### config.mk
export PLATFORM = sky130hd
export DESIGN_NAME = multicycle_ctrl
export DESIGN_NICKNAME = d
export VERILOG_FILES = /design/src/rtl/ctrl_pkg.sv /design/src/rtl/alu_decoder.sv /design/src/rtl/multicycle_ctrl.sv
export SDC_FILE = /design/constraint.sdc
export NUM_CORES = 1
export LEC_CHECK = 0
export BUFFER_PORTS_ARGS = -buffer_cell sky130_fd_sc_hd__buf_2
export CAP_MARGIN = 20
export CORE_UTILIZATION = 40
export DETAILED_ROUTE_END_ITERATION = 10
export HOLD_SLACK_MARGIN = 0.03
export PLACE_DENSITY = 0.8
export SYNTH_ARGS = -nofsm -noshare
export SYNTH_HDL_FRONTEND = slang
export SYNTH_SLANG_ARGS = --single-unit
### constraint.sdc
create_clock -name clk -period 1.4 [get_ports clk]
set_input_delay 0.21 -clock clk [delete_from_list [all_inputs] [get_ports clk]]
set_output_delay 0.21 -clock clk [all_outputs]
set_load 0.02 [all_outputs]
### src/rtl/ctrl_pkg.sv
// Shared types and encodings for the multicycle main controller and its ALU decoder.
package ctrl_pkg;

    localparam int unsigned OP_W    = 6;
    localparam int unsigned FUNCT_W = 6;
    localparam int unsigned ALUC_W  = 3;
    localparam int unsigned SEL_W   = 2;

    typedef enum logic [3:0] {
        FETCH, DECODE, MEMADR, MEMREAD, MEMWB, MEMWRITE,
        EXECR, EXECI, ALUWB, BRANCH, JUMP, HALT
    } state_t;

    localparam logic [OP_W-1:0] OP_RTYPE = 6'b000000;
    localparam logic [OP_W-1:0] OP_LW    = 6'b100011;
    localparam logic [OP_W-1:0] OP_SW    = 6'b101011;
    localparam logic [OP_W-1:0] OP_ADDI  = 6'b001000;
    localparam logic [OP_W-1:0] OP_LUI   = 6'b001111;
    localparam logic [OP_W-1:0] OP_BEQ   = 6'b000100;
    localparam logic [OP_W-1:0] OP_J     = 6'b000010;

    localparam logic [FUNCT_W-1:0] F_ADD = 6'b100000;
    localparam logic [FUNCT_W-1:0] F_SUB = 6'b100010;
    localparam logic [FUNCT_W-1:0] F_AND = 6'b100100;
    localparam logic [FUNCT_W-1:0] F_OR  = 6'b100101;
    localparam logic [FUNCT_W-1:0] F_SLT = 6'b101010;

    typedef enum logic [ALUC_W-1:0] {
        ALU_ADD   = 3'b000,
        ALU_SUB   = 3'b001,
        ALU_AND   = 3'b010,
        ALU_OR    = 3'b011,
        ALU_PASSB = 3'b100,
        ALU_SLT   = 3'b101
    } alu_op_t;

    // Which decode rule the ALU decoder applies in the current state
    typedef enum logic [1:0] {
        CLS_ADD, CLS_SUB, CLS_RTYPE, CLS_ITYPE
    } alu_class_t;

    localparam logic [SEL_W-1:0] SRCA_PC    = 2'b00;
    localparam logic [SEL_W-1:0] SRCA_REG   = 2'b10;
    localparam logic [SEL_W-1:0] SRCB_REG   = 2'b00;
    localparam logic [SEL_W-1:0] SRCB_IMM   = 2'b01;
    localparam logic [SEL_W-1:0] SRCB_FOUR  = 2'b10;
    localparam logic [SEL_W-1:0] SRCB_IMMSH = 2'b11;
    localparam logic [SEL_W-1:0] RES_ALUOUT = 2'b00;
    localparam logic [SEL_W-1:0] RES_MEM    = 2'b01;
    localparam logic [SEL_W-1:0] RES_ALURES = 2'b10;

endpackage

### src/rtl/alu_decoder.sv
// Combinational ALUControl decode from opcode, funct and the controller's state class.
module alu_decoder
    import ctrl_pkg::*;
(
    input  logic [OP_W-1:0]    op,
    input  logic [FUNCT_W-1:0] funct,
    input  alu_class_t         cls,
    output logic [ALUC_W-1:0]  alu_control,
    output logic               funct_valid
);

    always_comb begin
        alu_control = ALU_ADD;
        funct_valid = 1'b1;
        case (cls)
            CLS_SUB:   alu_control = ALU_SUB;
            CLS_RTYPE: begin
                case (funct)
                    F_ADD:   alu_control = ALU_ADD;
                    F_SUB:   alu_control = ALU_SUB;
                    F_AND:   alu_control = ALU_AND;
                    F_OR:    alu_control = ALU_OR;
                    F_SLT:   alu_control = ALU_SLT;
                    default: funct_valid = 1'b0;
                endcase
            end
            // lui relies on the datapath presenting imm<<16 on the B input
            CLS_ITYPE: if (op == OP_LUI) alu_control = ALU_PASSB;
            default:   alu_control = ALU_ADD;
        endcase
    end

endmodule

### src/rtl/multicycle_ctrl.sv
// Multicycle main controller: per-instruction FSM driving datapath selects and write enables.
module multicycle_ctrl
    import ctrl_pkg::*;
#(
    parameter bit ILLEGAL_HALT = 1'b1
) (
    input  logic               clk,
    input  logic               rst_n,
    input  logic [OP_W-1:0]    op,
    input  logic [FUNCT_W-1:0] funct,
    input  logic               zero,
    input  logic               mem_ready,
    output logic               mem_req,
    output logic               adr_src,
    output logic               ir_write,
    output logic               pc_write,
    output logic               pc_src,
    output logic               mem_write,
    output logic               reg_write,
    output logic               reg_dst,
    output logic [SEL_W-1:0]   alu_src_a,
    output logic [SEL_W-1:0]   alu_src_b,
    output logic [SEL_W-1:0]   result_src,
    output logic [ALUC_W-1:0]  alu_control,
    output logic               illegal
);

    state_t     state, state_next;
    state_t     illegal_target;
    alu_class_t alu_cls;
    logic       funct_valid;
    logic       illegal_q;

    assign illegal_target = ILLEGAL_HALT ? HALT : FETCH;
    assign illegal        = illegal_q;

    always_ff @(posedge clk or negedge rst_n) begin
        if (!rst_n) begin
            state     <= FETCH;
            illegal_q <= 1'b0;
        end else begin
            state <= state_next;
            if (state_next == HALT) illegal_q <= 1'b1;
        end
    end

    // Kept apart from the main decode so funct_valid never loops back into its own block
    always_comb begin
        alu_cls = CLS_ADD;
        case (state)
            EXECR:   alu_cls = CLS_RTYPE;
            EXECI:   alu_cls = CLS_ITYPE;
            BRANCH:  alu_cls = CLS_SUB;
            default: alu_cls = CLS_ADD;
        endcase
    end

    alu_decoder u_alu_decoder (
        .op          (op),
        .funct       (funct),
        .cls         (alu_cls),
        .alu_control (alu_control),
        .funct_valid (funct_valid)
    );

    always_comb begin
        state_next = state;
        mem_req    = 1'b0;
        adr_src    = 1'b0;
        ir_write   = 1'b0;
        pc_write   = 1'b0;
        pc_src     = 1'b0;
        mem_write  = 1'b0;
        reg_write  = 1'b0;
        reg_dst    = 1'b0;
        alu_src_a  = SRCA_PC;
        alu_src_b  = SRCB_REG;
        result_src = RES_ALUOUT;
        case (state)
            FETCH: begin
                mem_req    = 1'b1;
                alu_src_b  = SRCB_FOUR;
                result_src = RES_ALURES;
                if (mem_ready) begin
                    ir_write   = 1'b1;
                    pc_write   = 1'b1;
                    state_next = DECODE;
                end
            end
            DECODE: begin
                alu_src_b = SRCB_IMMSH;
                case (op)
                    OP_LW, OP_SW:    state_next = MEMADR;
                    OP_RTYPE:        state_next = EXECR;
                    OP_ADDI, OP_LUI: state_next = EXECI;
                    OP_BEQ:          state_next = BRANCH;
                    OP_J:            state_next = JUMP;
                    default:         state_next = illegal_target;
                endcase
            end
            MEMADR: begin
                alu_src_a  = SRCA_REG;
                alu_src_b  = SRCB_IMM;
                state_next = (op == OP_LW) ? MEMREAD : MEMWRITE;
            end
            MEMREAD: begin
                mem_req = 1'b1;
                adr_src = 1'b1;
                if (mem_ready) state_next = MEMWB;
            end
            MEMWB: begin
                reg_write  = 1'b1;
                result_src = RES_MEM;
                state_next = FETCH;
            end
            MEMWRITE: begin
                mem_req   = 1'b1;
                adr_src   = 1'b1;
                mem_write = mem_ready;
                if (mem_ready) state_next = FETCH;
            end
            EXECR: begin
                alu_src_a  = SRCA_REG;
                alu_src_b  = SRCB_REG;
                state_next = funct_valid ? ALUWB : illegal_target;
            end
            EXECI: begin
                alu_src_a  = SRCA_REG;
                alu_src_b  = SRCB_IMM;
                state_next = ALUWB;
            end
            ALUWB: begin
                reg_write  = 1'b1;
                reg_dst    = (op == OP_RTYPE);
                state_next = FETCH;
            end
            BRANCH: begin
                alu_src_a  = SRCA_REG;
                alu_src_b  = SRCB_REG;
                pc_write   = zero;
                state_next = FETCH;
            end
            JUMP: begin
                pc_src     = 1'b1;
                pc_write   = 1'b1;
                state_next = FETCH;
            end
            HALT:    state_next = HALT;
            default: state_next = FETCH;
        endcase
        // Enables follow rst_n directly so no partial write can slip out during reset
        if (!rst_n) begin
            ir_write  = 1'b0;
            pc_write  = 1'b0;
            mem_write = 1'b0;
            reg_write = 1'b0;
        end
    end

endmodule

==> results of run 1 <==
per-stage QoR:
stage / hold WS, ns / std cells / setup TNS [ns] / area, um2
global placement: 0.0542 / 166 / -0.434 / 1070
detailed placement: 0.0579 / 166 / -0.998 / 1070
CTS: 0.267 / 182 / -3.68 / 1420
floorplan: -0.0856 / 101 / -0.255 / 743
cell usage after synthesis, drive strengths merged (3+ instances only):
cell / number
a31oi: 4
nor3: 6
nor3b: 4
o21ai: 5
nor2: 11
nand3: 3
nand2b: 4
nor2b: 5
dfrtp: 5
a21oi: 6
buf: 6
nand2: 11
inv: 5
and3: 3
timing repair:
action / in CTS
pin swaps: 16
gates resized for setup: 56
setup buffers: 11
endpoints found under the hold margin: 5
gates cloned: 0
hold buffers: 1
setup endpoints to repair: 19
cell families after synthesis:
group	synth area share (%)
AND/OR/NAND/NOR	45.1
AO/OA/AOI/OAI	25.7
buffers and inverters	7.45
flip-flops	18.6
XOR/XNOR	2.61
other	0.558
==> metrics.md, run 1 <==
| Metric | Value |
|---|---|
| Width of the die | ~43 um |
| Starting Density | 43.6% |
| Top-area cell type share of the netlist area | between 10% and 20% |
| Post-Syn Nets | roughly 120 |
| Buffers on Ports | 32 |
| Largest net degree at the start of global routing | 9 |
| Status | did not finish |
| Yosys warns | 0 |
| Asr flop ratio synth | 100% |
| Number of flops mapped to enable cells by yosys | 0 |
| Main synth FF type | dfrtp_1 |
| Clock sinks | 5 |
| Post-synthesis cell type count | 37 |
| Synth area leaders | dfrtp_1 (19%), nand2_1 (5.6%), nor2_1 (5.6%) |
| Biggest area consumer among synthesized cells | dfrtp_1 |
| Clock tree buffer depth | 2 |
| RD Place Congestion | about 0.92 |
| Clock Tree Root | clkbuf_4 |
| Top-Level Pins | 34 |
| Post-Syn Instances | around 100 |
| Core Rows | 14 |
| Synthesized area | between 600 and 700 um2 |
| H-tree levels | 1 |
| Setup WS pre-CTS | -0.167 ns |
| Syn Area/Cell | 6.65 um2 |
| Die Ht | ~43 um |
| Register area share after synthesis | 18.6% |
| Synth Register Bits | 5 |
| Inserted Clock Buffers | 3 |
| Error msg | [ERROR DPL-0038] Utilization greater than 100%, impossible to legalize |
| Post-DP HPWL | approximately 1.9 mm |
| Fail Step | global routing (5_1_grt) |
==> run 2: changes to the inputs <==
--- a/config.mk
+++ b/config.mk
@@ -7,10 +7,10 @@
 export LEC_CHECK = 0
 export BUFFER_PORTS_ARGS = -buffer_cell sky130_fd_sc_hd__buf_2
 export CAP_MARGIN = 20
-export CORE_UTILIZATION = 40
+export CORE_AREA = 2 2 63 65
 export DETAILED_ROUTE_END_ITERATION = 10
-export HOLD_SLACK_MARGIN = 0.03
-export PLACE_DENSITY = 0.8
+export DIE_AREA = 0 0 65 67
+export PLACE_DENSITY_LB_ADDON = 0.15
 export SYNTH_ARGS = -nofsm -noshare
 export SYNTH_HDL_FRONTEND = slang
 export SYNTH_SLANG_ARGS = --single-unit
==> constraint.sdc (replaced) <==
create_clock -name clk -period 1.8 [get_ports clk]
set_input_delay 0.27 -clock clk [delete_from_list [all_inputs] [get_ports clk]]
set_output_delay 0.27 -clock clk [all_outputs]
set_load 0.02 [all_outputs]
==> run 2 against run 1 <==
Effect of this change:
- the run now ends clean
- synthesized cell count stayed put
- synthesized area stayed put
==> metrics.md, run 2 <==
| Metric | Value |
|---|---|
| Commonest non-fill, non-tap cells in the layout | buf_2 (32), buf_4 (14), nand2_1 (10), nor2_1 (9), a21oi_1 (6) |
| Initial antenna violation count | 0 |
| Vias in the first global route | ~850 |
| Largest Register | state |
| Finished Layout Cells | around 190 |
| Peak Freq | 580 MHz |
| Synth area leaders | dfrtp_1 (19%), nand2_1 (5.6%), nor2_1 (5.6%) (unchanged) |
| Highest routed layer | met3 |
| Final Hold Fails | 0 |
| Core Area | approximately 3600 um2 |
| First-pass GRT wire length | ~3.7 mm |
| Tmin final | roughly 1.7 ns |
| Yosys warns | 0 (unchanged) |
| Drt wl/cell | between 10 and 15 um |
| DRT iter0 DRCs | 16 |
| Clock Tree Root | clkbuf_8 (was clkbuf_4) |
| Worst hold slack | a little under 0.4 ns |
| Utilization after layout | 29.2% |
| Register area share after synthesis | 18.6% (unchanged) |
| Post-DP HPWL | 1.89 mm (was 1.93 mm) |
| Die footprint | approximately 4400 um2 |
| Worst Clk Skew | around 0.0037 ns |
| Buffers on Ports | 32 (unchanged) |
| Top-Level Pins | 34 (unchanged) |
| Clock latency at the later pin of the worst-skew pair | approximately 0.22 ns |
| Nets | ~160 |
| RSZ-0062 raised after global routing | true |
| P per Cell Area | between 1500 and 2000 nW/um2 |
| DRT Wirelength | 2.29 mm |
| WP data required | about 1.5 ns |
| Width of the die | 65 um (was 43.0 um) |
| Most common cell after layout, fill and taps aside | buf_2 |
| Crit start category | flip-flop |
| Synth Register Bits | 5 (unchanged) |
| TritonCTS clock tree | yes |
| Overall power | 1.65 mW |
| Worst VDD drop | between 0.5 and 0.6 mV |
| Crit-path max FO | 8 |
| Number of flops mapped to enable cells by yosys | 0 (unchanged) |
| Max Cap Viol | 0 |
| Status | completed (was did not finish) |
| Tot GR Track Use | about 11% |
| Asr flop ratio synth | 100% (unchanged) |
| Max Slew Vio Count | 0 |
| Layout cells sized above 1 | between 40% and 50% |
| Post-Syn Instances | 101 (unchanged) |
| Placed cell count | 185 (was 166) |
| Top-area cell type share of the netlist area | 18.6% (unchanged) |
| Met2 routed WL | 1.17 mm |
| Period utilization | a little over nine tenths |
| Final WS setup | between 0.07 and 0.08 ns |
| Final ANT Viol Nets | 0 |
| WL met1 | 1.03 mm |
| Leak Pwr | 0.478 nW |
| Main synth FF type | dfrtp_1 (unchanged) |
| Synth top cells by count | nand2_1 (10), nor2_1 (10), a21oi_1 (6), nor3_1 (6) (unchanged) |
| Pre-Repair DR Iteration Count | 4 |
| Die Ht | 67 um (was 43.0 um) |
| Gr ovfl total | 0 |
| Setup WS pre-CTS | 0.0639 ns (was -0.167 ns) |
| Antenna cells | 0 |
| Crit Path Category | reg -> out |
| Largest net degree at the start of global routing | 10 |
| Core Rows | 22 (was 14) |
| Detailed-route via count | approximately 900 |
| RD Place Congestion | 0.936 (was 0.919) |
| FF-to-FF setup slack | roughly 0.21 ns |
| Inserted Clock Buffers | 3 (unchanged) |
| Synthesized area | 672 um2 (unchanged) |
| HP Class | in -> reg |
| Post-synthesis cell type count | 37 (unchanged) |
| Post-Syn Nets | 117 (unchanged) |
| Syn Area/Cell | 6.65 um2 (unchanged) |
| Residual DRC | 0 |
| Clock tree buffer depth | 2 (unchanged) |
| Clock sinks | 5 (unchanged) |
| CP Data Arrival Time | approximately 1.5 ns |
| Crit. End Element | output port |
| Via density | between 4 and 5 |
| Clock-pin slew on the worst setup and hold paths | 0.04 ns |
| Max FFs per register | 4 |
| Synth-to-layout area growth | 56.8% |
| Starting Density | 18.6% (was 43.6%) |
| DR WL met3 | slightly above 90 um |
| Biggest area consumer among synthesized cells | dfrtp_1 (unchanged) |
| H-tree levels | 1 (unchanged) |
| Final setup vio count | 0 |
-- run 2: cell counts after synthesis --
Identical to the previous run, type by type.
-- run 2: critical path, stage by stage (launching register included) --
cell	delay, ns
dfrtp_2	0.45
buf_4	0.19
xnor2_1	0.18
nor3_2	0.06
or2_1	0.19
buf_2	0.15
-- run 2: per-stage QoR --
| step | cell area [um2] | setup TNS [ns] |
|---|---|---|
| floorplan | 678 | 0 |
| global placement | 942 | 0 |
| detailed placement | 942 | 0 |
| CTS | 998 | 0 |
| global route | 1050 | -0.0261 |
| finish | 1050 | 0 |
-- run 2: metal layers --
layer | GRT usage, % | up-vias
li1 | - | 460
met1 | 12.7 | 421
met2 | 20.4 | 16
met3 | 3.04 | 0
met4 | 1.60 | 0
met5 | 0 | -
-- run 2: what timing repair did --
action	CTS	global route
hold buffers	1	0
gates cloned	0	0
setup endpoints to repair	2	7
buffers inserted	0	4
endpoints found under the hold margin	5	0
resized for setup	1	7
-- run 2: worst paths after layout --
| path | startpoint | to | depth (start not counted) |
|---|---|---|---|
| max | state[2] | mem_req | 5 |
| min | op[4] | state[3] | 3 |
| max reg2reg | state[0] | illegal | 5 |
| min reg2reg | illegal | illegal | 2 |
| max in group asynchronous | rst_n | state[1] | 2 |
| min in group asynchronous | rst_n | illegal | 2 |
-- run 2: cell families (layout without fill, tap and decap cells) --
logic type / count (synthesis) / count (layout) / share of synthesized area [%]
AOI/OAI and AO/OA: 26 / 26 / 25.7
xor gates and xnor gates: 2 / 2 / 2.61
buffers and inverters: 11 / 56 / 7.45
DFF: 5 / 5 / 18.6
other: 1 / 1 / 0.558
and+or+nand+nor: 56 / 56 / 45.1
-- run 2: area by class of cell --
type | count | area [um2]
multi-input combinational | 85 | 524
sequential | 5 | 130
fill | 407 | 2550
clock buffer | 4 | 45.0
inverter | 5 | 18.8
timing repair buffer | 47 | 275
tap | 48 | 60.1
-- run 2: where the power goes --
part	switching (mW)	internal (mW)	total, mW
Sequential	0.0907	0.165	0.256
Combinational	0.679	0.510	1.19
Clock	0.0557	0.152	0.208
Note: power is estimated with default switching activity, not from simulation.
